[config.mk]
export PLATFORM = sky130hd
export DESIGN_NAME = grant_sequencer_flat
export DESIGN_NICKNAME = d
export VERILOG_FILES = /design/src/rtl/grant_sequencer_pkg.sv /design/src/rtl/grant_sequencer_if.sv /design/src/rtl/grant_sequencer_hold_timer.sv /design/src/rtl/grant_sequencer.sv /design/src/flat_wrapper.sv
export SDC_FILE = /design/constraint.sdc
export NUM_CORES = 1
export LEC_CHECK = 0
export CORE_MARGIN = 8
export CORE_UTILIZATION = 51
export CTS_BUF_LIST = sky130_fd_sc_hd__clkbuf_8
export DETAILED_ROUTE_END_ITERATION = 6
export PLACE_DENSITY = 0.89
export REMOVE_ABC_BUFFERS = 1
export SLEW_MARGIN = 25
export SYNTH_ARGS = -nofsm -noshare
export SYNTH_HDL_FRONTEND = slang
export SYNTH_SLANG_ARGS = --single-unit
[constraint.sdc]
create_clock -name clk -period 1.9 [get_ports clk]
set_input_delay 0.38 -clock clk [delete_from_list [all_inputs] [get_ports clk]]
set_output_delay 0.38 -clock clk [all_outputs]
set_load 0.02 [all_outputs]
[src/rtl/grant_sequencer_pkg.sv]
// Shared types and helpers for the grant sequencer: the FSM state encoding
// and the code-to-one-hot conversion used when a requester is granted.
package grant_seq_pkg;

   typedef enum logic [1:0] {
      IDLE    = 2'd0,
      GRANT   = 2'd1,
      RELEASE = 2'd2
   } state_t;

   // Turn a 2-bit requester code into its one-hot grant vector.
   function automatic logic [3:0] onehot4(input logic [1:0] code);
      logic [3:0] v;
      v       = 4'b0000;
      v[code] = 1'b1;
      return v;
   endfunction

endpackage

[src/rtl/grant_sequencer_if.sv]
// Bundle of the encoder-side inputs and the grant-side outputs of the
// grant sequencer. The master side is the requester/encoder environment,
// the slave side is the sequencer itself.
interface grant_sequencer_if #(
   parameter int CNT_W = 8
);

   logic             e0;
   logic             e1;
   logic             nr;
   logic             done;
   logic [3:0]       gnt;
   logic [1:0]       idx;
   logic             busy;
   logic             timeout;
   logic [CNT_W-1:0] served_cnt;

   modport master (
      output e0, e1, nr, done,
      input  gnt, idx, busy, timeout, served_cnt
   );

   modport slave (
      input  e0, e1, nr, done,
      output gnt, idx, busy, timeout, served_cnt
   );

endinterface

[src/rtl/grant_sequencer_hold_timer.sv]
// Counts how many cycles the current grant has been held and flags the
// last permitted cycle, so the sequencer can force a release.
module hold_timer #(
   parameter int HOLD_MAX = 8
) (
   input  logic clk,
   input  logic rst_n,
   input  logic clear,
   input  logic enable,
   output logic expire
);

   localparam int TW = $clog2(HOLD_MAX + 1);

   logic [TW-1:0] timer;

   // Hold-time counter: cleared outside GRANT, advanced once per held cycle.
   always_ff @(posedge clk or negedge rst_n) begin
      if (!rst_n) begin
         timer <= '0;
      end else if (clear) begin
         timer <= '0;
      end else if (enable) begin
         timer <= timer + TW'(1);
      end
   end

   assign expire = (timer == TW'(HOLD_MAX - 1));

endmodule

[src/rtl/grant_sequencer.sv]
// Grant sequencer: samples the priority-encoded request, grants exactly one
// requester until it signals done or the hold limit expires, then inserts a
// one-cycle release gap. Completed services are counted with saturation.
module grant_sequencer
   import grant_seq_pkg::*;
#(
   parameter int HOLD_MAX = 8,
   parameter int CNT_W    = 8
) (
   input  logic               clk,
   input  logic               rst_n,
   grant_sequencer_if.slave   bus
);

   state_t           state, state_next;
   logic [3:0]       gnt_q, gnt_next;
   logic [1:0]       idx_q, idx_next;
   logic             busy_q, busy_next;
   logic             timeout_q, timeout_next;
   logic [CNT_W-1:0] cnt_q, cnt_next;
   logic             timer_clear, timer_en, timer_expire;

   hold_timer #(.HOLD_MAX(HOLD_MAX)) u_hold_timer (
      .clk    (clk),
      .rst_n  (rst_n),
      .clear  (timer_clear),
      .enable (timer_en),
      .expire (timer_expire)
   );

   // State and all visible outputs are registered together so every output
   // changes only on a clock edge (or immediately on reset).
   always_ff @(posedge clk or negedge rst_n) begin
      if (!rst_n) begin
         state     <= IDLE;
         gnt_q     <= 4'b0000;
         idx_q     <= 2'b00;
         busy_q    <= 1'b0;
         timeout_q <= 1'b0;
         cnt_q     <= '0;
      end else begin
         state     <= state_next;
         gnt_q     <= gnt_next;
         idx_q     <= idx_next;
         busy_q    <= busy_next;
         timeout_q <= timeout_next;
         cnt_q     <= cnt_next;
      end
   end

   // Next-state and next-output decisions; done beats the hold limit when
   // both land in the same cycle, and the timeout flag is a single pulse.
   always_comb begin
      state_next   = state;
      gnt_next     = gnt_q;
      idx_next     = idx_q;
      busy_next    = busy_q;
      timeout_next = 1'b0;
      cnt_next     = cnt_q;
      timer_clear  = 1'b0;
      timer_en     = 1'b0;
      case (state)
         IDLE: begin
            timer_clear = 1'b1;
            if (!bus.nr) begin
               idx_next   = {bus.e1, bus.e0};
               gnt_next   = onehot4({bus.e1, bus.e0});
               busy_next  = 1'b1;
               state_next = GRANT;
            end
         end
         GRANT: begin
            if (bus.done) begin
               gnt_next   = 4'b0000;
               if (cnt_q != {CNT_W{1'b1}}) begin
                  cnt_next = cnt_q + CNT_W'(1);
               end
               state_next = RELEASE;
            end else if (timer_expire) begin
               gnt_next     = 4'b0000;
               timeout_next = 1'b1;
               state_next   = RELEASE;
            end else begin
               timer_en = 1'b1;
            end
         end
         RELEASE: begin
            timer_clear = 1'b1;
            busy_next   = 1'b0;
            state_next  = IDLE;
         end
         default: begin
            state_next = IDLE;
         end
      endcase
   end

   assign bus.gnt        = gnt_q;
   assign bus.idx        = idx_q;
   assign bus.busy       = busy_q;
   assign bus.timeout    = timeout_q;
   assign bus.served_cnt = cnt_q;

endmodule

[src/flat_wrapper.sv]
// flat-port wrapper written by rule: the top's interface ports become plain ports
module grant_sequencer_flat import grant_seq_pkg::*;
#(
   parameter int HOLD_MAX = 8,
   parameter int CNT_W    = 8
)
  (clk, rst_n, bus_e0, bus_e1, bus_nr, bus_done, bus_gnt, bus_idx, bus_busy, bus_timeout, bus_served_cnt);
  grant_sequencer_if #(.CNT_W(CNT_W)) bus_i ();
  input  logic clk;
  input  logic rst_n;
  input wire logic [$bits(bus_i.e0)-1:0] bus_e0;
  input wire logic [$bits(bus_i.e1)-1:0] bus_e1;
  input wire logic [$bits(bus_i.nr)-1:0] bus_nr;
  input wire logic [$bits(bus_i.done)-1:0] bus_done;
  output wire logic [$bits(bus_i.gnt)-1:0] bus_gnt;
  output wire logic [$bits(bus_i.idx)-1:0] bus_idx;
  output wire logic [$bits(bus_i.busy)-1:0] bus_busy;
  output wire logic [$bits(bus_i.timeout)-1:0] bus_timeout;
  output wire logic [$bits(bus_i.served_cnt)-1:0] bus_served_cnt;
  assign bus_i.e0 = bus_e0;
  assign bus_i.e1 = bus_e1;
  assign bus_i.nr = bus_nr;
  assign bus_i.done = bus_done;
  assign bus_gnt = bus_i.gnt;
  assign bus_idx = bus_i.idx;
  assign bus_busy = bus_i.busy;
  assign bus_timeout = bus_i.timeout;
  assign bus_served_cnt = bus_i.served_cnt;
  grant_sequencer #(.HOLD_MAX(HOLD_MAX), .CNT_W(CNT_W)) u_core (.clk(clk), .rst_n(rst_n), .bus(bus_i));
endmodule
==> results.md <==
- Root Buffer: clkbuf_8
- Vias: 848
- Total grt overflow: 0
- Crit end category: output pin
- CP max FO: 8
- Synthesized area: 1010 µm²
- DRT Pass-1 Iters: 4
- Buf+Inv Stages, Crit Path: 1
- Min cycle time layout: 1.78 ns
- Post-synth top area share: 54.4%
- Relative slew slack: 74.8%
- Main synth FF type: dfrtp_1
- Slowest stage delay, CP: 0.66 ns
- Synth unique cells: 32
- Final slew viol count: 0
- Skew-Pair Late Insertion Delay: 0.26 ns
- Total Routed Length: 2150 µm
- Setup Crit Path Kind: register to output pin
- Area leader, netlist: dfrtp_1
- Initial antenna violation count: 0
- Die Ht: 60.6 µm
- Run status: complete, no violations
- Fin Clk Skew: 0.00361 ns
- CTS clk-pin slew, worst paths: 0.07 ns
- Chip width: 60.6 µm
- Max VDD drop: 0.856 mV
- First-pass GRT wire length: 3410 µm
- Setup tns final: 0 ns
- Pleak: 0.599 nW
- Num rows: 16
- Resized Gates After CTS: 0
- Setup violators final: 0
- DRC Markers: 0
- HPWL after DPL: 1610 µm
- Worst Max-Slew Pin Slew: 0.377 ns
- Overall Power: 0.00181 W
- CTS tree: yes
- Dominant cells by area after synthesis: dfrtp_1, nand2_1, a21oi_1
- Antenna Nets Post-Route: 0
- Syn_area_per_cell: 11.0 µm²
- Routability Congestion: 0.926
- Post-CTS setup buffer count: 0
- Clock Sinks: 22
- Post-synth EDFFs: 0
- Crit-path cells: clkdlybuf4s50_1
- Maxcap violations: 0
- Final nets: 127
- Die area: 3670 µm²
- RSZ-0062 raised after global routing: false
- CP delay by family, top: buffers and inverters
- CP Launch Type: register
- # diodes: 0
- Yosys reg bits: 22
- Worst path arrival time: 1.40 ns
- Via/cell ratio: 5.85
- Fmax: 0.563 GHz
- Core area: 1920 µm²
- Register-to-register setup slack: 0.33 ns
- Area growth syn-to-layout: 30.3%
- Most frequent cells in the layout: dfrtp_1, clkdlybuf4s50_1, nand2_1, a21oi_1
- WL/cell: 14.8 µm
- Pwr Density: 1370 nW/µm²
- WP data required: 1.52 ns
- Hold Crit Class: input port to async pin
- CTS H-tree lvls: 1
- Share of layout cells above drive strength 1: 10.2%
- Pin count of the biggest net entering global routing: 23
- Cts hold-fix bufs: 0
- Period utilisation layout: 93.5%
- Most common cell after layout, fill and taps aside: dfrtp_1
- Crit-path slowest cell: clkdlybuf4s50_1
- Synth warn: 0
- Synthesized instance count: 92
- Final Hold Vio Count: 0
- CTS Buf Count: 3
- Clock tree buffer depth: 2
- Total track usage: 12.5%
- PortBufs: 21
- Number of global-route vias before repair: 803
- Seq/Total Area, Yosys: 54.4%
- Starting DRT DRC Count: 21
- Starting Density: 52.7%
- I/O pin count: 22
- Async SR Flop Fraction: 100%
## synthesized netlist by cell type (2+ instances only)
| cell | count |
|---|---|
| nand2_1 | 12 |
| o2bb2ai_1 | 2 |
| a21o_1 | 2 |
| nor3_1 | 4 |
| a21oi_1 | 7 |
| ha_1 | 2 |
| dfrtp_1 | 22 |
| nand3_1 | 3 |
| nand2b_1 | 2 |
| or3_1 | 2 |
| and3b_1 | 2 |
| nand4_1 | 4 |
| mux2_2 | 3 |
| and3_1 | 4 |
| nor2_1 | 3 |
| o21ai_0 | 2 |
## kinds of logic after synthesis
family | count (synthesis) | synth area share (%)
compound gates | 20 | 14.3
fa+ha+maj | 2 | 2.47
simple gates | 40 | 21.6
buf+inv | 2 | 1.11
flops | 22 | 54.4
xor+xnor | 2 | 1.73
mux | 4 | 4.33
## flip-flops by register name, summed over array words and instances, names as in the netlist
name,flops
u_core.bus.idx,2
u_core.bus.timeout,1
u_core.bus.busy,1
u_core.bus.served_cnt,8
u_core.state,2
u_core.bus.gnt,4
u_core.u_hold_timer.timer,4
## per-stage QoR
step	hold slack, ns	std cells	cell area (µm²)	setup slack (ns)	util (%)
after CTS	0.471	145	1320	0.115	68.6
after global routing	0.494	145	1320	0.0781	68.6
final	0.471	145	1320	0.123	68.6
after floorplan	0.0844	91	1000	0.336	-
after global placement	0.462	141	1260	0.103	65.8
after detailed placement	0.471	141	1260	0.0265	65.8
## layer usage
| layer | part of all wire, % | vias to the layer above | global-route usage (%) |
|---|---|---|---|
| met3 | 8.6 | 13 | 5.08 |
| met5 | 0 | - | 0 |
| met2 | 44 | 42 | 20.0 |
| met1 | 44 | 395 | 13.6 |
| met4 | 4.0 | 0 | 7.97 |
| li1 | - | 398 | - |
## where the power goes
group | leakage (nW) | internal, W | switching (W)
combinational | 0.283 | 0.000347 | 0.000372
clock | 0.0288 | 0.000185 | 0.000143
sequential | 0.288 | 0.000603 | 0.000161
total | 0.599 | 0.00114 | 0.000677
## path summary, 6_finish.rpt
path / endpoint / cells past startpoint / start
setup reg to reg: u_core.bus.served_cnt[5] / 4 / u_core.bus.served_cnt[0]
hold reg to reg: u_core.bus.idx[1] / 2 / u_core.bus.idx[1]
setup / recovery: bus_served_cnt[4] / 1 / u_core.bus.served_cnt[4]
max in group asynchronous: u_core.bus.served_cnt[7] / 2 / rst_n
min in group clk: u_core.bus.idx[1] / 2 / u_core.bus.idx[1]
hold / removal: u_core.bus.busy / 2 / rst_n
## worst register-to-register path, cell delays in order (launching register included)
cell and delay, ns:
dfrtp_1 0.42, ha_1 0.25, and3_1 0.25, a2111oi_2 0.40, xor2_1 0.18
## layout make-up
class | count | area, µm²
Multi-Input combinational cell | 68 | 450
Tap cell | 27 | 33.8
Clock buffer | 4 | 55.1
Fill cell | 159 | 603
Sequential cell | 22 | 551
Timing Repair Buffer | 23 | 225
Inverter | 1 | 3.75
(Power assumes the default switching activity.)
